**src/rtl/irig_timestamp_acc.sv**
```systemverilog
// IRIG-B timestamp accumulator: gathers decoder bit strobes into BCD and SBS fields,
// range-checks them once per frame and holds the result behind a valid/ready handshake.
module irig_timestamp_acc #(
  parameter int SBS_WIDTH = 17,
  parameter bit SBS_EN    = 1'b1,
  parameter bit YEAR_EN   = 1'b1
) (
  input  logic                 clk,
  input  logic                 rst,
  input  logic [2:0]           ts_select,
  input  logic                 bit_strobe,
  input  logic [4:0]           bit_idx,
  input  logic [1:0]           digit_idx,
  input  logic                 bit_value,
  input  logic                 ts_finish,
  input  logic                 ts_abort,
  input  logic                 ts_ready,
  output logic                 ts_valid,
  output logic [5:0]           ts_second,
  output logic [5:0]           ts_minute,
  output logic [4:0]           ts_hour,
  output logic [8:0]           ts_day,
  output logic [6:0]           ts_year,
  output logic [SBS_WIDTH-1:0] ts_sec_day,
  output logic [5:0]           ts_error,
  output logic                 ts_overrun
);
  // Handshake: ts_valid stays high with stable outputs until the edge that sees
  // ts_ready=1; a new load on that same edge keeps it high with the new value.
  typedef enum logic {ST_ACC, ST_CHECK} state_t;

  state_t                      state_q, state_d;
  logic [4:0][11:0]            acc_q, acc_d, stg_q, stg_d;
  logic [SBS_WIDTH-1:0]        sbs_acc_q, sbs_acc_d, sbs_stg_q, sbs_stg_d;
  logic                        valid_q, valid_d, overrun_q, overrun_d;
  logic [5:0]                  second_q, minute_q;
  logic [4:0]                  hour_q;
  logic [8:0]                  day_q;
  logic [6:0]                  year_q;
  logic [SBS_WIDTH-1:0]        sec_day_q;
  logic [5:0]                  error_q, err_c;
  logic [2:0]                  fld;
  logic                        bcd_hit, take_finish, load;
  logic [4:0][11:0]            val;
  logic [4:0]                  dig_err;
  logic [31:0]                 sbs_val;

  assign fld         = ts_select - 3'd1;
  assign bcd_hit     = (ts_select >= 3'd1) && (ts_select <= 3'd5) && (digit_idx != 2'd3)
                       && (YEAR_EN || (ts_select != 3'd5));
  assign take_finish = (state_q == ST_ACC) && ts_finish && !ts_abort;
  assign load        = (state_q == ST_CHECK);

  always_comb begin
    acc_d     = acc_q;
    sbs_acc_d = sbs_acc_q;
    stg_d     = stg_q;
    sbs_stg_d = sbs_stg_q;
    state_d   = ST_ACC;
    if (take_finish) begin
      stg_d     = acc_q;
      sbs_stg_d = sbs_acc_q;
      state_d   = ST_CHECK;
    end
    // Abort or an accepted finish clears the accumulators; a coincident strobe is dropped.
    if (ts_abort || take_finish) begin
      acc_d     = '0;
      sbs_acc_d = '0;
    end else if (bit_strobe && !(state_q == ST_ACC && ts_finish)) begin
      if (bcd_hit)
        acc_d[fld][{digit_idx, bit_idx[1:0]}] = acc_q[fld][{digit_idx, bit_idx[1:0]}] | bit_value;
      if (SBS_EN && ts_select == 3'd6)
        for (int i = 0; i < SBS_WIDTH; i++)
          if (bit_idx == 5'(i)) sbs_acc_d[i] = sbs_acc_q[i] | bit_value;
    end
  end

  always_comb begin
    for (int f = 0; f < 5; f++) begin
      dig_err[f] = (stg_q[f][3:0] > 4'd9) || (stg_q[f][7:4] > 4'd9) || (stg_q[f][11:8] > 4'd9);
      val[f]     = 12'(stg_q[f][3:0]) + 12'(stg_q[f][7:4]) * 12'd10 + 12'(stg_q[f][11:8]) * 12'd100;
    end
    sbs_val  = 32'(sbs_stg_q);
    err_c[0] = dig_err[0] || (val[0] > 12'd59);
    err_c[1] = dig_err[1] || (val[1] > 12'd59);
    err_c[2] = dig_err[2] || (val[2] > 12'd23);
    err_c[3] = dig_err[3] || (val[3] == 12'd0) || (val[3] > 12'd366);
    err_c[4] = YEAR_EN && (dig_err[4] || (stg_q[4][11:8] != 4'd0));
    err_c[5] = SBS_EN && (sbs_val > 32'd86399);
    valid_d   = load ? 1'b1 : (ts_ready ? 1'b0 : valid_q);
    overrun_d = load && valid_q && !ts_ready;
  end

  always_ff @(posedge clk or posedge rst) begin
    if (rst) begin
      state_q   <= ST_ACC;
      acc_q     <= '0;
      stg_q     <= '0;
      sbs_acc_q <= '0;
      sbs_stg_q <= '0;
      valid_q   <= 1'b0;
      overrun_q <= 1'b0;
      second_q  <= '0;
      minute_q  <= '0;
      hour_q    <= '0;
      day_q     <= '0;
      year_q    <= '0;
      sec_day_q <= '0;
      error_q   <= '0;
    end else begin
      state_q   <= state_d;
      acc_q     <= acc_d;
      stg_q     <= stg_d;
      sbs_acc_q <= sbs_acc_d;
      sbs_stg_q <= sbs_stg_d;
      valid_q   <= valid_d;
      overrun_q <= overrun_d;
      if (load) begin
        second_q  <= val[0][5:0];
        minute_q  <= val[1][5:0];
        hour_q    <= val[2][4:0];
        day_q     <= val[3][8:0];
        year_q    <= YEAR_EN ? val[4][6:0] : 7'd0;
        sec_day_q <= SBS_EN ? sbs_stg_q : '0;
        error_q   <= err_c;
      end
    end
  end

  assign ts_valid   = valid_q;
  assign ts_overrun = overrun_q;
  assign ts_second  = second_q;
  assign ts_minute  = minute_q;
  assign ts_hour    = hour_q;
  assign ts_day     = day_q;
  assign ts_year    = year_q;
  assign ts_sec_day = sec_day_q;
  assign ts_error   = error_q;
endmodule
```
**config.mk**
```make
export PLATFORM = sky130hd
export DESIGN_NAME = irig_timestamp_acc
export DESIGN_NICKNAME = d
export VERILOG_FILES = /design/src/rtl/irig_timestamp_acc.sv
export SDC_FILE = /design/constraint.sdc
export NUM_CORES = 1
export LEC_CHECK = 0
export ABC_AREA = 1
export BUFFER_PORTS_ARGS = -buffer_cell sky130_fd_sc_hd__buf_2
export CELL_PAD_IN_SITES_DETAIL_PLACEMENT = 0
export CELL_PAD_IN_SITES_GLOBAL_PLACEMENT = 1
export CORE_MARGIN = 2
export CORE_UTILIZATION = 45
export CTS_BUF_LIST = sky130_fd_sc_hd__clkbuf_8 sky130_fd_sc_hd__clkbuf_16
export CTS_CLUSTER_DIAMETER = 100
export CTS_CLUSTER_SIZE = 8
export DETAILED_ROUTE_END_ITERATION = 10
export PLACE_DENSITY_LB_ADDON = 0.1
export SLEW_MARGIN = 20
export SYNTH_ARGS = -nofsm -noshare
export SYNTH_HDL_FRONTEND = slang
export SYNTH_SLANG_ARGS = --single-unit
```
**constraint.sdc**
```tcl
create_clock -name clk -period 8.39 [get_ports clk]
set_clock_uncertainty 0.15 [all_clocks]
set_input_delay 0 -clock clk [delete_from_list [all_inputs] [get_ports clk]]
set_output_delay 0 -clock clk [all_outputs]
set_load 0.02 [all_outputs]
```
==> results of run 1 <==
==> sequential cells by signal, summed over array words and instances (netlist names) <==
name / count
acc_q: 60
stg_q: 60
sbs_acc_q: 17
sbs_stg_q: 17
ts_sec_day: 17
ts_day: 9
ts_year: 7
ts_error: 6
ts_minute: 6
ts_second: 6
ts_hour: 5
load: 1
ts_overrun: 1
ts_valid: 1
==> synth_stat cells <==
library cell	n
o21ai_0	88
nor3_2	1
xor2_1	23
o211ai_1	1
o21bai_1	3
fa_1	24
a31oi_1	4
nor2_2	2
nand2_1	543
nor2_1	193
o2111ai_1	2
clkbuf_1	36
nand3_1	86
or3b_2	3
nor3_1	6
a211oi_1	2
nor4_1	9
buf_2	15
nor3b_1	1
a21oi_1	48
nand4_1	8
dfrtp_1	213
inv_2	2
a21o_1	2
buf_4	9
xnor2_1	6
a21boi_0	3
nor2_4	2
ha_1	124
buf_1	2
xnor2_2	1
inv_1	226
==> cells by family after synthesis <==
family / after synthesis
buffers and inverters: 290
xor gates and xnor gates: 30
adders and majority gates: 148
DFF: 213
and+or+nand+nor: 854
AOI/OAI and AO/OA: 153
==> worst max-delay path by stage <==
stage / depth (start not counted) / end / slack (ns) / from
finish: 17 / acc_q[52] / 4.99 / ts_select[0]
detailed placement: 17 / acc_q[28] / 4.49 / ts_select[0]
CTS: 13 / ts_error[3] / 4.96 / stg_q[41]
global route: 17 / acc_q[12] / 4.52 / ts_select[0]
global placement: 17 / acc_q[40] / 4.43 / ts_select[0]
floorplan: 1 / acc_q[0] / 2.42 / rst
==> routing by layer <==
metal / share of wire [%] / GRT usage [%] / up-vias
met5: 0 / 0 / -
met4: 1.4 / 4.27 / 0
met3: 4.2 / 2.61 / 35
met2: 42 / 33.9 / 199
met1: 52 / 35.2 / 4998
li1: - / - / 5396
==> where the power goes <==
group          switching, uW  internal, uW  total [uW]
clock                    434           623        1060
sequential              3.61          1040        1040
combinational            107          26.9         134
==> critical path: cells and delay by family <==
kind	cells	cell delay (ns)
AND/OR/NAND/NOR	11	1.32
adder cells (fa/ha/maj)	1	0.67
buffers and inverters	5	1.68
==> per-stage QoR <==
step | utilization [%] | setup slack, ns | area [um^2] | std cells | total power (uW)
after floorplan | - | 2.42 | 13000 | 1688 | 1140
after global placement | 47.8 | 4.43 | 13600 | 2091 | 1190
after detailed placement | 47.8 | 4.49 | 13600 | 2091 | 1190
after CTS | 51.3 | 4.96 | 14600 | 2146 | 2260
after global routing | 51.3 | 4.52 | 14600 | 2146 | 2310
final | 51.3 | 4.99 | 14600 | 2146 | 2230
==> cells in the final DEF (no fill, tap or decap), drive strengths merged, types with 3 or more instances in the layout <==
cell           n
nor3           7
a21oi         48
dfrtp        213
ha           124
clkbuf        30
nor2         197
clkinv         3
nor4           9
nand2        543
xor2          23
nand4          8
nand3         86
inv          227
buf           81
o21bai         3
a21boi         3
dlygate4sd3   23
or3b           3
fa            24
xnor2          7
a31oi          4
o21ai         88
==> cell type report <==
cell class	instances	area, um^2
fill	2910	13900
multi-input combinational	1185	6540
sequential	213	5330
inverter	228	865
clock buffer	30	751
timing repair buffer	104	653
tap	384	480
clock inverter	2	21.3
==> impl_metrics.ini, run 1 <==
[run_status]
status = complete, no violations

[synth]
synth_nets = 1853
synthXorXnorAreaFrac_pct = 2.08
yosysWarnings = 0
synth_top_family_by_area = simple AND/OR/NAND/NOR gates
yosysTopAreaCell = dfrtp_1
syn_inst = 1688
synth-seq-cells = 213
syn_area_mm2 = 0.0130
synthMuxAreaShare_pct = 0
yosysSeqAreaShare_pct = 41.0
synthAdderAreaFrac_pct = 15.6
yosysUniqueCellTypes = 32
yosys.area.top_type_share_pct = 41.0
synth-compound-area-share_pct = 6.20
synth.avg_cell_area_um2 = 7.69
yosys.area_share.simple_pct = 26.2
synth_area_leaders = dfrtp_1, nand2_1, ha_1

[grt]
grt_pass1_wl_um = 55300
antenna_found_initial = 0
grtUsageTotal_pct = 22.6
grt_overflow = 0
grt_max_degree = 140
grt_pass1_vias = 10300

[critical_path]
cp_max_fo = 42
worst_setup_path_end_kind = register
rrSetupSlack_ns = 5.00
crit_path_frequent_cell = nand2_1
r2r-start = stg_q[41]
critPathRequiredTime_ns = 8.67
max_stage_delay_ns = 0.67
reg2reg_to = ts_error[3]
start_kind = input pin
worstSetupPathType = in2reg
slowest_stage = ha_1
arrival_ns = 3.68
r2r_cells = 13
path_cells = buf_2 -> inv_2 -> ha_1 -> inv_1 -> nand2_1 -> nand2_1 -> nand2_1 -> nand2_1 -> nand2_1 -> nand2_1 -> nor2_1 -> nor2_1 -> nor2_4 -> buf_4 -> nand3_1 -> nand2_1 -> inv_1

[sta]
setup_tns_ns = 0
drv_slew = 0
hold_ws_ns = 0.0292
rsz0062_at_grt = no
tightestPinTransition_ns = 0.999
hold_violations = 0
fmax_mhz = 294
fin_crit_sh_pct = 40.5
finalSetupViolCount = 0
finalCriticalPeriod_ns = 3.40
slew_headroom_pct = 33.4

[clock_tree]
path_clk_slew_ns = 0.06
ctsHoldBuffers = 23
postCtsSetupRepairBufs = 0
htreeDepth = 1
clkSinkCount = 213
cts_buffer_depth = 3
worstSkewPairLatency_ns = 0.55
ctsRootBufferMaster = clkbuf_16
numCtsBuffers = 30
cts_tree = built
cts_resized = 0

[floorplan]
ioPinCount = 75
core-area_mm2 = 0.0285
die_y_um = 174
fp.dieW_um = 174
rows = 62
die-area_mm2 = 0.0302
start_util_pct = 45.5

[detailed_routing]
postRouteAntennaNets = 0
routed_wl_um = 33100
drc = 0
first_pass_iters = 5
drt_iter0_drc = 686
routedWlPerCell_um = 15.4
via_count = 10600
vias_per_cell = 4.95

[power_and_ir_drop]
ir_drop_mv = 0.133
p_per_area_mw_per_mm2 = 152
p_leak_uw = 0.00833

[final_layout]
diodes = 0
nets = 1927
drive_gt1_share_pct = 7.26
area_delta_synth_final_pct = 12.7

[placed_design]
dp_hpwl_um = 23500
port_buffers = 74
gp_congestion = 0.859

[min_path]
hold_class = in2async

[flow_run]
maxCapViolations = 0
Power figures use the tool's default switching activity.
==> run 2: changes to the inputs <==
- ABC_AREA: 1 -> 0
- clock period: 8.39 -> 3 ns (I/O delays scaled with it)
==> run 2 against run 1 <==
Compared with the run above:
- the flow now finishes with violations (negative setup slack)
- highest routed layer unchanged
- flip-flop and latch count unchanged
- setup slack got worse by 5.1 ns
- sequential power increased to 2.8 times the previous value
- first-iteration DRC count fell by 30%
==> impl_metrics.ini, run 2 <==
[clock_tree]
path_clk_slew_ns = 0.05
cts_buffer_depth = 3
clkSinkCount = 213
ctsRootBufferMaster = clkbuf_16
numCtsBuffers = 30
worstSkewPairLatency_ns = 0.54
cts_tree = built
htreeDepth = 1

[grt]
grt_overflow = 0
grt_max_degree = 101
grt_pass1_wl_um = 46200
grtUsageTotal_pct = 20.1
grt_pass1_vias = 8714
antenna_found_initial = 0

[critical_path]
worstSetupPathType = reg2reg
cp_max_fo = 4
critPathBufInv = 1
crit_path_frequent_cell = ha_4
arrival_ns = 3.40
path_cells = ha_4 -> ha_4 -> fa_2 -> xor2_1 -> ha_1 -> ha_4 -> inv_2 -> o22ai_2 -> o32a_1 -> a31o_2 -> mux2i_1 -> a31oi_1
cp_top_family = adder cells
slowest_stage = dfrtp_1
worst_setup_path_end_kind = register
max_stage_delay_ns = 0.41
critPathRequiredTime_ns = 3.25
start_kind = register

[placed_design]
dp_hpwl_um = 19100
gp_congestion = 0.867
port_buffers = 74

[run_status]
status = finished, violations left
violations = negative setup slack

[synth]
syn_area_mm2 = 0.0121
yosysTopAreaCell = dfrtp_1
yosys.area.top_type_share_pct = 44.2
syn_inst = 1069
yosysUniqueCellTypes = 66
async_flop_share_pct = 100
synth_commonest_cells = dfrtp_1, ha_1, mux2_2
synth_nets = 1234
synth-seq-cells = 213
yosysWarnings = 0
yosysSeqAreaShare_pct = 44.2
synth_flop_cell = dfrtp_1
synth.most_common_cell = dfrtp_1
synth_edf_count = 0
synth.avg_cell_area_um2 = 11.3
synth_area_leaders = dfrtp_1, ha_1, mux2_2

[sta]
fin_crit_sh_pct = 105
slew_headroom_pct = 42.4
tightestPinTransition_ns = 0.864
final.setup.worst_slack_ns = -0.150
finalSetupViolCount = 2
finalCriticalPeriod_ns = 3.15
hold_ws_ns = 0.0233
setup_tns_ns = -0.221
hold_violations = 0
rsz0062_at_grt = yes
drv_slew = 0
fmax_mhz = 317

[final_layout]
diodes = 0
mostFrequentLayoutCell = dfrtp_1
area_delta_synth_final_pct = 21.9
layout_common_cells = dfrtp_1, mux2_2, ha_1
drive_gt1_share_pct = 31.2
biggestRegsByFlops = acc_q x60, stg_q x60
nets = 1380

[floorplan]
die-area_mm2 = 0.0281
ioPinCount = 75
die_y_um = 168
fp.dieW_um = 168
start_util_pct = 46.1
rows = 59
core-area_mm2 = 0.0262

[detailed_routing]
routed_wl_um = 27500
drt_iter0_drc = 483
drc = 0
vias_per_cell = 5.45
routedWlPerCell_um = 17.8
first_pass_iters = 5
postRouteAntennaNets = 0
via_count = 8459

[flow_run]
maxCapViolations = 0

[power_and_ir_drop]
p_per_area_mw_per_mm2 = 427
ir_drop_mv = 0.417
p_leak_uw = 0.00735

[min_path]
hold_class = in2reg
==> run 2: cell types whose count changed after synthesis, moves of 31 or more <==
cell | before | now
a21oi_1 | 48 | 79
mux2_2 | 0 | 108
nor2_1 | 193 | 51
a311oi_1 | 0 | 41
nand3_1 | 86 | 20
nand2_1 | 543 | 60
o21ai_0 | 88 | 45
inv_1 | 226 | 71
==> run 2: timing repair <==
item                                    in CTS  in global routing
hold endpoints to repair                   283                  0
resized for setup                           24                 47
pin swaps                                   18                 27
buffers inserted                             5                  5
hold buffers                                22                  0
endpoints found under the setup margin       4                  7
==> run 2: path summary, 6_finish.rpt <==
kind	startpoint	end	slack, ns	cells past startpoint
max	stg_q[41]	ts_error[3]	-0.15	12
min	ts_ready	ts_overrun	0.02	3
max reg2reg	stg_q[41]	ts_error[3]	-0.15	12
min reg2reg	acc_q[55]	acc_q[55]	0.32	2
max in group asynchronous	rst	stg_q[35]	1.39	5
min in group asynchronous	rst	acc_q[18]	0.50	4
==> run 2: stage by stage <==
step	setup slack, ns	util [%]	cell area, um^2	total power, uW	instances
detailed placement	-0.284	50.4	13200	3390	1486
global placement	-0.239	50.4	13200	3390	1486
global route	-0.287	56.2	14700	6550	1551
floorplan	-0.170	-	12100	3250	1069
finish	-0.150	56.2	14700	6290	1551
CTS	-0.142	55.0	14400	6380	1546
==> run 2: power breakdown <==
group / total, uW / internal, uW / switching [uW]
logic: 437 / 140 / 297
clock network: 2930 / 1780 / 1150
registers: 2920 / 2900 / 13.8
==> run 2: cell families after synthesis <==
kind of cell | synth area share [%]
XOR/XNOR | 2.24
flip-flops | 44.2
multiplexers | 10.8
AO/OA/AOI/OAI | 12.9
AND/OR/NAND/NOR | 8.15
buffers and inverters | 4.87
adder cells (fa/ha/maj) | 16.8
==> run 2: cell type report <==
class                   count  area [um^2]
clock inverters             2         8.76
inverters                  72          274
multi-input cells         726         6650
well taps                 335          419
flip-flops and latches    213         5330
repair buffers            172         1250
clock buffers              31          776
fillers                  2277        11500
==> run 2: per-layer routing <==
metal  GRT usage (%)  vias to the layer above  part of all wire [%]
met5               0                        -                     0
met4            3.93                        0                   1.6
met1            29.0                     4132                    48
met3            3.03                       37                   3.7
li1                -                     4154                     -
met2            32.4                      136                    46
==> run 2: tightest hold or removal path, delay by kind of cell <==
| kind | cells | cell delay, ns |
|---|---|---|
| buffers and inverters | 2 | 0.62 |
| and+or+nand+nor | 1 | 0.04 |
